[config.mk]
export PLATFORM = sky130hd
export DESIGN_NAME = dmem_arbiter_flat
export DESIGN_NICKNAME = d
export VERILOG_FILES = /design/src/rtl/dmem_arb_pkg.sv /design/src/rtl/dmem_arbiter_if.sv /design/src/rtl/dmem_rr_arb.sv /design/src/rtl/dmem_arbiter.sv /design/src/flat_wrapper.sv
export SDC_FILE = /design/constraint.sdc
export NUM_CORES = 1
export LEC_CHECK = 0
export ABC_AREA = 0
export BUFFER_PORTS_ARGS = -buffer_cell sky130_fd_sc_hd__buf_2
export CAP_MARGIN = 20
export CORE_MARGIN = 10
export CORE_UTILIZATION = 25
export CTS_CLUSTER_SIZE = 8
export DETAILED_ROUTE_END_ITERATION = 6
export PLACE_DENSITY = 0.58
export SKIP_CTS_REPAIR_TIMING = 1
export SLEW_MARGIN = 10
export SYNTH_ARGS = -nofsm -noshare
export SYNTH_HDL_FRONTEND = slang
export SYNTH_SLANG_ARGS = --single-unit
[constraint.sdc]
create_clock -name clk -period 10.3 [get_ports clk]
set_clock_uncertainty 0.2 [all_clocks]
set_input_delay 2.06 -clock clk [delete_from_list [all_inputs] [get_ports clk]]
set_output_delay 2.06 -clock clk [all_outputs]
set_load 0.01 [all_outputs]
[src/rtl/dmem_arb_pkg.sv]
// Shared types and helpers for the two-port data-memory arbiter.
// State encoding, port indices, full-word byte-enable constant and the RMW byte merge.
package dmem_arb_pkg;

  typedef enum logic {
    IDLE = 1'b0,
    RMW  = 1'b1
  } state_t;

  localparam logic PORT_CORE = 1'b0;
  localparam logic PORT_DBG  = 1'b1;

  localparam logic [3:0] BE_FULL = 4'hF;

  // Overlay the enabled byte lanes of new_word onto old_word.
  function automatic logic [31:0] merge_bytes(input logic [31:0] old_word,
                                              input logic [31:0] new_word,
                                              input logic [3:0]  be);
    logic [31:0] word;
    word = old_word;
    for (int b = 0; b < 4; b++) begin
      if (be[b]) begin
        word[8*b +: 8] = new_word[8*b +: 8];
      end
    end
    return word;
  endfunction

endpackage

[src/rtl/dmem_arbiter_if.sv]
// Request/response bundle for one requester of the data-memory arbiter.
// The requester uses the master modport; the arbiter uses the slave modport.
interface dmem_arbiter_if;

  logic        req_valid;
  logic        req_ready;
  logic        req_we;
  logic [3:0]  req_be;
  logic [31:0] req_addr;
  logic [31:0] req_wdata;
  logic        rsp_valid;
  logic [31:0] rsp_rdata;
  logic        rsp_err;

  modport master (
    output req_valid,
    output req_we,
    output req_be,
    output req_addr,
    output req_wdata,
    input  req_ready,
    input  rsp_valid,
    input  rsp_rdata,
    input  rsp_err
  );

  modport slave (
    input  req_valid,
    input  req_we,
    input  req_be,
    input  req_addr,
    input  req_wdata,
    output req_ready,
    output rsp_valid,
    output rsp_rdata,
    output rsp_err
  );

endinterface

[src/rtl/dmem_rr_arb.sv]
// Two-way grant with a last-grant register; alternates between ports on contention.
// Defining DMEM_ARB_FIXED_PRIO_EN makes port 0 win every contended cycle instead.
module dmem_rr_arb
  import dmem_arb_pkg::*;
(
  input  logic       clk,
  input  logic       rst,
  input  logic       enable,
  input  logic [1:0] req,
  output logic [1:0] grant
);

  logic last_grant;

  // Grant is combinational from the request vector so ready can follow valid in the same cycle.
  always_comb begin
    grant = 2'b00;
    if (enable) begin
      case (req)
        2'b01:   grant = 2'b01;
        2'b10:   grant = 2'b10;
        2'b11: begin
`ifdef DMEM_ARB_FIXED_PRIO_EN
          grant = 2'b01;
`else
          grant = (last_grant == PORT_DBG) ? 2'b01 : 2'b10;
`endif
        end
        default: grant = 2'b00;
      endcase
    end
  end

  // Resetting to the debug port means the core port wins the first contended cycle.
  always_ff @(posedge clk or posedge rst) begin
    if (rst) begin
      last_grant <= PORT_DBG;
    end else if (grant != 2'b00) begin
      last_grant <= grant[1];
    end
  end

endmodule

[src/rtl/dmem_arbiter.sv]
// Two-requester front end for a 256x32 word memory; partial stores become read-modify-write.
// Optional macro DMEM_ARB_FIXED_PRIO_EN selects fixed port-0 priority in the grant logic.
module dmem_arbiter
  import dmem_arb_pkg::*;
#(
  parameter int MEM_WORDS = 256,
  parameter int DATA_W    = 32
) (
  input  logic              clk,
  input  logic              rst,
  dmem_arbiter_if.slave     p0,
  dmem_arbiter_if.slave     p1,
  output logic [31:0]       mem_addr,
  output logic [DATA_W-1:0] mem_data_in,
  output logic              mem_write_en,
  output logic              mem_read_en,
  input  logic [DATA_W-1:0] mem_data_out
);

  state_t state;
  state_t state_next;

  logic [1:0] valid;
  logic [1:0] grant;
  logic       accept;
  logic       gport;

  logic              sel_we;
  logic [3:0]        sel_be;
  logic [31:0]       sel_addr;
  logic [DATA_W-1:0] sel_wdata;
  logic              in_range;
  logic              is_partial;
  logic              rmw_start;

  logic [DATA_W-1:0] merge_q;
  logic [31:0]       rmw_addr;
  logic              rmw_port;

  logic [1:0]             rsp_valid;
  logic [1:0]             rsp_err;
  logic [1:0][DATA_W-1:0] rsp_rdata;

  assign valid = {p1.req_valid, p0.req_valid};

  dmem_rr_arb u_arb (
    .clk    (clk),
    .rst    (rst),
    .enable (state == IDLE),
    .req    (valid),
    .grant  (grant)
  );

  assign accept = |grant;
  assign gport  = grant[1];

  assign p0.req_ready = grant[0];
  assign p1.req_ready = grant[1];

  assign sel_we    = gport ? p1.req_we    : p0.req_we;
  assign sel_be    = gport ? p1.req_be    : p0.req_be;
  assign sel_addr  = gport ? p1.req_addr  : p0.req_addr;
  assign sel_wdata = gport ? p1.req_wdata : p0.req_wdata;

  assign in_range   = ({2'b00, sel_addr[31:2]} < 32'(MEM_WORDS));
  assign is_partial = sel_we && (sel_be != 4'h0) && (sel_be != BE_FULL);
  assign rmw_start  = (state == IDLE) && accept && in_range && is_partial;

  always_ff @(posedge clk or posedge rst) begin
    if (rst) begin
      state <= IDLE;
    end else begin
      state <= state_next;
    end
  end

  // Memory strobes only fire in an accepting cycle or during the RMW write-back.
  always_comb begin
    state_next   = state;
    mem_addr     = 32'h0;
    mem_data_in  = '0;
    mem_write_en = 1'b0;
    mem_read_en  = 1'b0;
    case (state)
      IDLE: begin
        if (accept && in_range) begin
          if (!sel_we) begin
            mem_addr    = sel_addr;
            mem_read_en = 1'b1;
          end else if (sel_be == BE_FULL) begin
            mem_addr     = sel_addr;
            mem_write_en = 1'b1;
            mem_data_in  = sel_wdata;
          end else if (sel_be != 4'h0) begin
            mem_addr    = sel_addr;
            mem_read_en = 1'b1;
            state_next  = RMW;
          end
        end
      end
      RMW: begin
        mem_addr     = rmw_addr;
        mem_data_in  = merge_q;
        mem_write_en = 1'b1;
        state_next   = IDLE;
      end
      default: state_next = IDLE;
    endcase
  end

  // Responses are registered one cycle after the accept, or after the RMW write for partial stores.
  always_ff @(posedge clk or posedge rst) begin
    if (rst) begin
      merge_q   <= '0;
      rmw_addr  <= 32'h0;
      rmw_port  <= PORT_CORE;
      rsp_valid <= 2'b00;
      rsp_err   <= 2'b00;
      rsp_rdata <= '0;
    end else begin
      rsp_valid <= 2'b00;
      rsp_err   <= 2'b00;
      if (rmw_start) begin
        merge_q  <= merge_bytes(mem_data_out, sel_wdata, sel_be);
        rmw_addr <= sel_addr;
        rmw_port <= gport;
      end
      if (state == RMW) begin
        rsp_valid[rmw_port] <= 1'b1;
        rsp_rdata[rmw_port] <= '0;
      end else if (accept && !rmw_start) begin
        rsp_valid[gport] <= 1'b1;
        rsp_err[gport]   <= !in_range;
        rsp_rdata[gport] <= (!sel_we && in_range) ? mem_data_out : '0;
      end
    end
  end

  assign p0.rsp_valid = rsp_valid[0];
  assign p0.rsp_err   = rsp_err[0];
  assign p0.rsp_rdata = rsp_rdata[0];
  assign p1.rsp_valid = rsp_valid[1];
  assign p1.rsp_err   = rsp_err[1];
  assign p1.rsp_rdata = rsp_rdata[1];

endmodule

[src/flat_wrapper.sv]
// flat-port wrapper written by rule: the top's interface ports become plain ports
module dmem_arbiter_flat import dmem_arb_pkg::*;
#(
  parameter int MEM_WORDS = 256,
  parameter int DATA_W    = 32
)
  (clk, rst, mem_addr, mem_data_in, mem_write_en, mem_read_en, mem_data_out, p0_req_valid, p0_req_we, p0_req_be, p0_req_addr, p0_req_wdata, p0_req_ready, p0_rsp_valid, p0_rsp_rdata, p0_rsp_err, p1_req_valid, p1_req_we, p1_req_be, p1_req_addr, p1_req_wdata, p1_req_ready, p1_rsp_valid, p1_rsp_rdata, p1_rsp_err);
  dmem_arbiter_if p0_i ();
  dmem_arbiter_if p1_i ();
  input  logic clk;
  input  logic rst;
  output logic [31:0] mem_addr;
  output logic [DATA_W-1:0] mem_data_in;
  output logic mem_write_en;
  output logic mem_read_en;
  input  logic [DATA_W-1:0] mem_data_out;
  input wire logic [$bits(p0_i.req_valid)-1:0] p0_req_valid;
  input wire logic [$bits(p0_i.req_we)-1:0] p0_req_we;
  input wire logic [$bits(p0_i.req_be)-1:0] p0_req_be;
  input wire logic [$bits(p0_i.req_addr)-1:0] p0_req_addr;
  input wire logic [$bits(p0_i.req_wdata)-1:0] p0_req_wdata;
  output wire logic [$bits(p0_i.req_ready)-1:0] p0_req_ready;
  output wire logic [$bits(p0_i.rsp_valid)-1:0] p0_rsp_valid;
  output wire logic [$bits(p0_i.rsp_rdata)-1:0] p0_rsp_rdata;
  output wire logic [$bits(p0_i.rsp_err)-1:0] p0_rsp_err;
  input wire logic [$bits(p1_i.req_valid)-1:0] p1_req_valid;
  input wire logic [$bits(p1_i.req_we)-1:0] p1_req_we;
  input wire logic [$bits(p1_i.req_be)-1:0] p1_req_be;
  input wire logic [$bits(p1_i.req_addr)-1:0] p1_req_addr;
  input wire logic [$bits(p1_i.req_wdata)-1:0] p1_req_wdata;
  output wire logic [$bits(p1_i.req_ready)-1:0] p1_req_ready;
  output wire logic [$bits(p1_i.rsp_valid)-1:0] p1_rsp_valid;
  output wire logic [$bits(p1_i.rsp_rdata)-1:0] p1_rsp_rdata;
  output wire logic [$bits(p1_i.rsp_err)-1:0] p1_rsp_err;
  assign p0_i.req_valid = p0_req_valid;
  assign p0_i.req_we = p0_req_we;
  assign p0_i.req_be = p0_req_be;
  assign p0_i.req_addr = p0_req_addr;
  assign p0_i.req_wdata = p0_req_wdata;
  assign p0_req_ready = p0_i.req_ready;
  assign p0_rsp_valid = p0_i.rsp_valid;
  assign p0_rsp_rdata = p0_i.rsp_rdata;
  assign p0_rsp_err = p0_i.rsp_err;
  assign p1_i.req_valid = p1_req_valid;
  assign p1_i.req_we = p1_req_we;
  assign p1_i.req_be = p1_req_be;
  assign p1_i.req_addr = p1_req_addr;
  assign p1_i.req_wdata = p1_req_wdata;
  assign p1_req_ready = p1_i.req_ready;
  assign p1_rsp_valid = p1_i.rsp_valid;
  assign p1_rsp_rdata = p1_i.rsp_rdata;
  assign p1_rsp_err = p1_i.rsp_err;
  dmem_arbiter #(.MEM_WORDS(MEM_WORDS), .DATA_W(DATA_W)) u_core (.clk(clk), .rst(rst), .p0(p0_i), .p1(p1_i), .mem_addr(mem_addr), .mem_data_in(mem_data_in), .mem_write_en(mem_write_en), .mem_read_en(mem_read_en), .mem_data_out(mem_data_out));
endmodule
==> impl_metrics.env <==
export IMPL_status="completed"
export IMPL_synth_nets=923
export IMPL_hold_viol_final=0
export IMPL_num_vias=6753
export IMPL_drv_slew=0
export IMPL_async_reset_ff_share_pct=100
export IMPL_worstMarginPinSlew_ps=1080
export IMPL_max_clock_path_buffers=2
export IMPL_period_share_pct=69.7
export IMPL_drive_gt1_share_pct=38.9
export IMPL_track_usage_pct=15.5
export IMPL_start_util_pct=25.5
export IMPL_drt_iter0_drc=300
export IMPL_p_sw_share_pct=24.3
export IMPL_rsz0062_at_grt="no"
export IMPL_rows=62
export IMPL_power_share_sequential_pct=39.0
export IMPL_p_int_mw=1.03
export IMPL_antenna_found_initial=0
export IMPL_comb_power_share_pct=11.1
export IMPL_end_kind="primary output"
export IMPL_path_cells="buf_2 -> a21bo_2 -> or2_4 -> a21o_1 -> o21ai_1 -> buf_4 -> o21ai_0 -> buf_2"
export IMPL_synth_cell_types=39
export IMPL_clockPowerShare_pct=49.8
export IMPL_drt_wl_total_um=28900
export IMPL_dieArea_sq_um=36600
export IMPL_setup_viol=0
export IMPL_grt_pass1_vias=7316
export IMPL_start_kind="input port"
export IMPL_die_w_um=191
export IMPL_ctsHtreeMaxLevel=4
export IMPL_cp_required_ps=8040
export IMPL_postRouteAntennaNets=0
export IMPL_crit_fanout=52
export IMPL_ys_seq_elements=135
export IMPL_grt_max_degree=75
export IMPL_area_growth_pct=36.0
export IMPL_grt_overflow=0
export IMPL_p_total_mw=1.37
export IMPL_vdd_drop_max_mv=0.0903
export IMPL_portBuffers=309
export IMPL_syn_inst=749
export IMPL_fmax_mhz=139
export IMPL_critPathArrivalTime_ps=4920
export IMPL_synthesis_area_sq_um=7330
export IMPL_critical_path_class="in -> out"
export IMPL_gp_congestion=0.829
export IMPL_cts_tree="yes"
export IMPL_crit_top_cell="buf_2"
export IMPL_slew_headroom_pct=25.7
export IMPL_fin_util_pct=34.6
export IMPL_wl_per_cell_um=20.2
export IMPL_ys_flop_type="dfrtp_1"
export IMPL_period_minus_slack_ps=7180
export IMPL_ys_seq_area_share_pct=46.1
export IMPL_clock_latency_ps=410
export IMPL_timing_hold_ws_ps=279
export IMPL_cts_buffers_inserted=17
export IMPL_cellLeakagePower_nw=5.64
export IMPL_cap_violations=0
export IMPL_drcViolationCount=0
export IMPL_cts_root_buf="clkbuf_16"
export IMPL_coreArea_sq_um=28800
export IMPL_hold_path_class="reg -> reg"
export IMPL_power_density_nw_per_um2=137
export IMPL_syn_area_per_cell_sq_um=9.78
export IMPL_crit_slowest_cell="or2_4"
export IMPL_nets=1206
export IMPL_synth_edff_count=0
export IMPL_cts_clk_slew_worst_paths_ps=60
export IMPL_hpwl_um=21200
export IMPL_setup_tns_ps=0
export IMPL_cpPeakStageDelay_ps=800
export IMPL_yosysWarnings=0
export IMPL_pin_count=310
export IMPL_die_h_um=191
export IMPL_clock_sinks=135
export IMPL_vias_per_cell=4.72
export IMPL_grt_pass1_wl_um=43700
export IMPL_power_switching_mw=0.332
export IMPL_dr_pass1_iters=6
==> metal layers <==
metal / global-route usage (%) / up-vias / share of wire [%]
met1: 18.5 / 3266 / 43
met3: 5.17 / 25 / 7.7
li1: - / 3239 / -
met4: 4.72 / 0 / 1.9
met5: 0 / - / 0
met2: 25.8 / 223 / 48
==> placed cells by master (no fill, tap or decap), types with 20 or more instances in the layout <==
cell and instances:
a22o_1 32, and2_1 46, buf_2 309, dfrtp_1 133, inv_1 54, mux2_2 36, mux2i_1 66, nand2_1 121
nand3_1 20, o211ai_1 50, o21ai_0 23
==> cells by family (layout without fill, tap and decap cells) <==
kind of cell           count (synthesis)  in the layout  synth area share [%]
and+or+nand+nor                      229            229                  15.4
DFF                                  135            135                  46.1
AOI/OAI and AO/OA                    161            161                  16.6
other                                  0              1                     0
buffers and inverters                114            410                  6.10
muxes                                110            110                  15.8
==> power groups by stage <==
stage | sequential [mW] | clock (mW) | combinational [mW]
after floorplan | 0.544 | 0 | 0.0767
after global placement | 0.543 | 0 | 0.150
after detailed placement | 0.543 | 0 | 0.152
after CTS | 0.533 | 0.702 | 0.152
after global routing | 0.533 | 0.728 | 0.168
final | 0.533 | 0.681 | 0.152
==> layout make-up <==
cell class | count | area [sq um]
inverter | 55 | 211
antenna | 1 | 2.50
multi-input combinational | 500 | 3560
clock buffer | 21 | 450
clock inverter | 11 | 196
tap | 384 | 480
timing repair buffer | 323 | 1680
fill | 3022 | 18800
sequential | 135 | 3380
==> state kept, by name (all words and copies together), names as in the netlist <==
register / cells
u_core.merge_q: 32
u_core.p0.rsp_rdata: 32
u_core.p1.rsp_rdata: 32
u_core.rmw_addr: 32
u_core.rmw_port: 1
u_core.rsp_err: 2
u_core.rsp_valid: 2
u_core.state: 1
u_core.u_arb.last_grant: 1
==> metrics by stage <==
step                      cell area, sq um  cells  setup WS, ps
after CTS                             9910   1427          3110
final                                 9960   1430          3120
after global placement                9270   1395          3210
after global routing                  9960   1429          2930
after floorplan                       7330    749          4130
after detailed placement              9270   1395          3120
==> synth_stat cells, drive strengths merged, types with 16 or more instances <==
master / count / area, sq um
nand3: 20 / 100
buf: 16 / 78.8
a22o: 32 / 280
dfrtp: 134 / 3350
and2: 46 / 288
mux2: 42 / 473
o211ai: 50 / 375
o21ai: 31 / 155
clkbuf: 43 / 161
nand2: 121 / 454
mux2i: 68 / 688
inv: 55 / 206
==> final timing paths <==
check / to / depth (start not counted) / slack, ps / start
max: mem_data_in[22] / 8 / 3120 / p1_req_valid
min: u_core.rmw_addr[18]$_DFFE_PP0P_ / 1 / 280 / u_core.rmw_addr[18]$_DFFE_PP0P_
max reg2reg: u_core.rmw_addr[2]$_DFFE_PP0P_ / 7 / 5720 / u_core.state$_DFF_PP0_
min reg2reg: u_core.rmw_addr[18]$_DFFE_PP0P_ / 1 / 280 / u_core.rmw_addr[18]$_DFFE_PP0P_
max in group asynchronous: u_core.merge_q[28]$_DFFE_PP0P_ / 4 / 7200 / rst
min in group asynchronous: u_core.merge_q[2]$_DFFE_PP0P_ / 2 / 1520 / rst
==> worst max-delay path: cells and delay by family <==
| kind | cells | cell delay (ps) |
|---|---|---|
| simple gates | 1 | 800 |
| buf+inv | 3 | 520 |
| compound gates | 4 | 1500 |
Power figures use the tool's default switching activity.
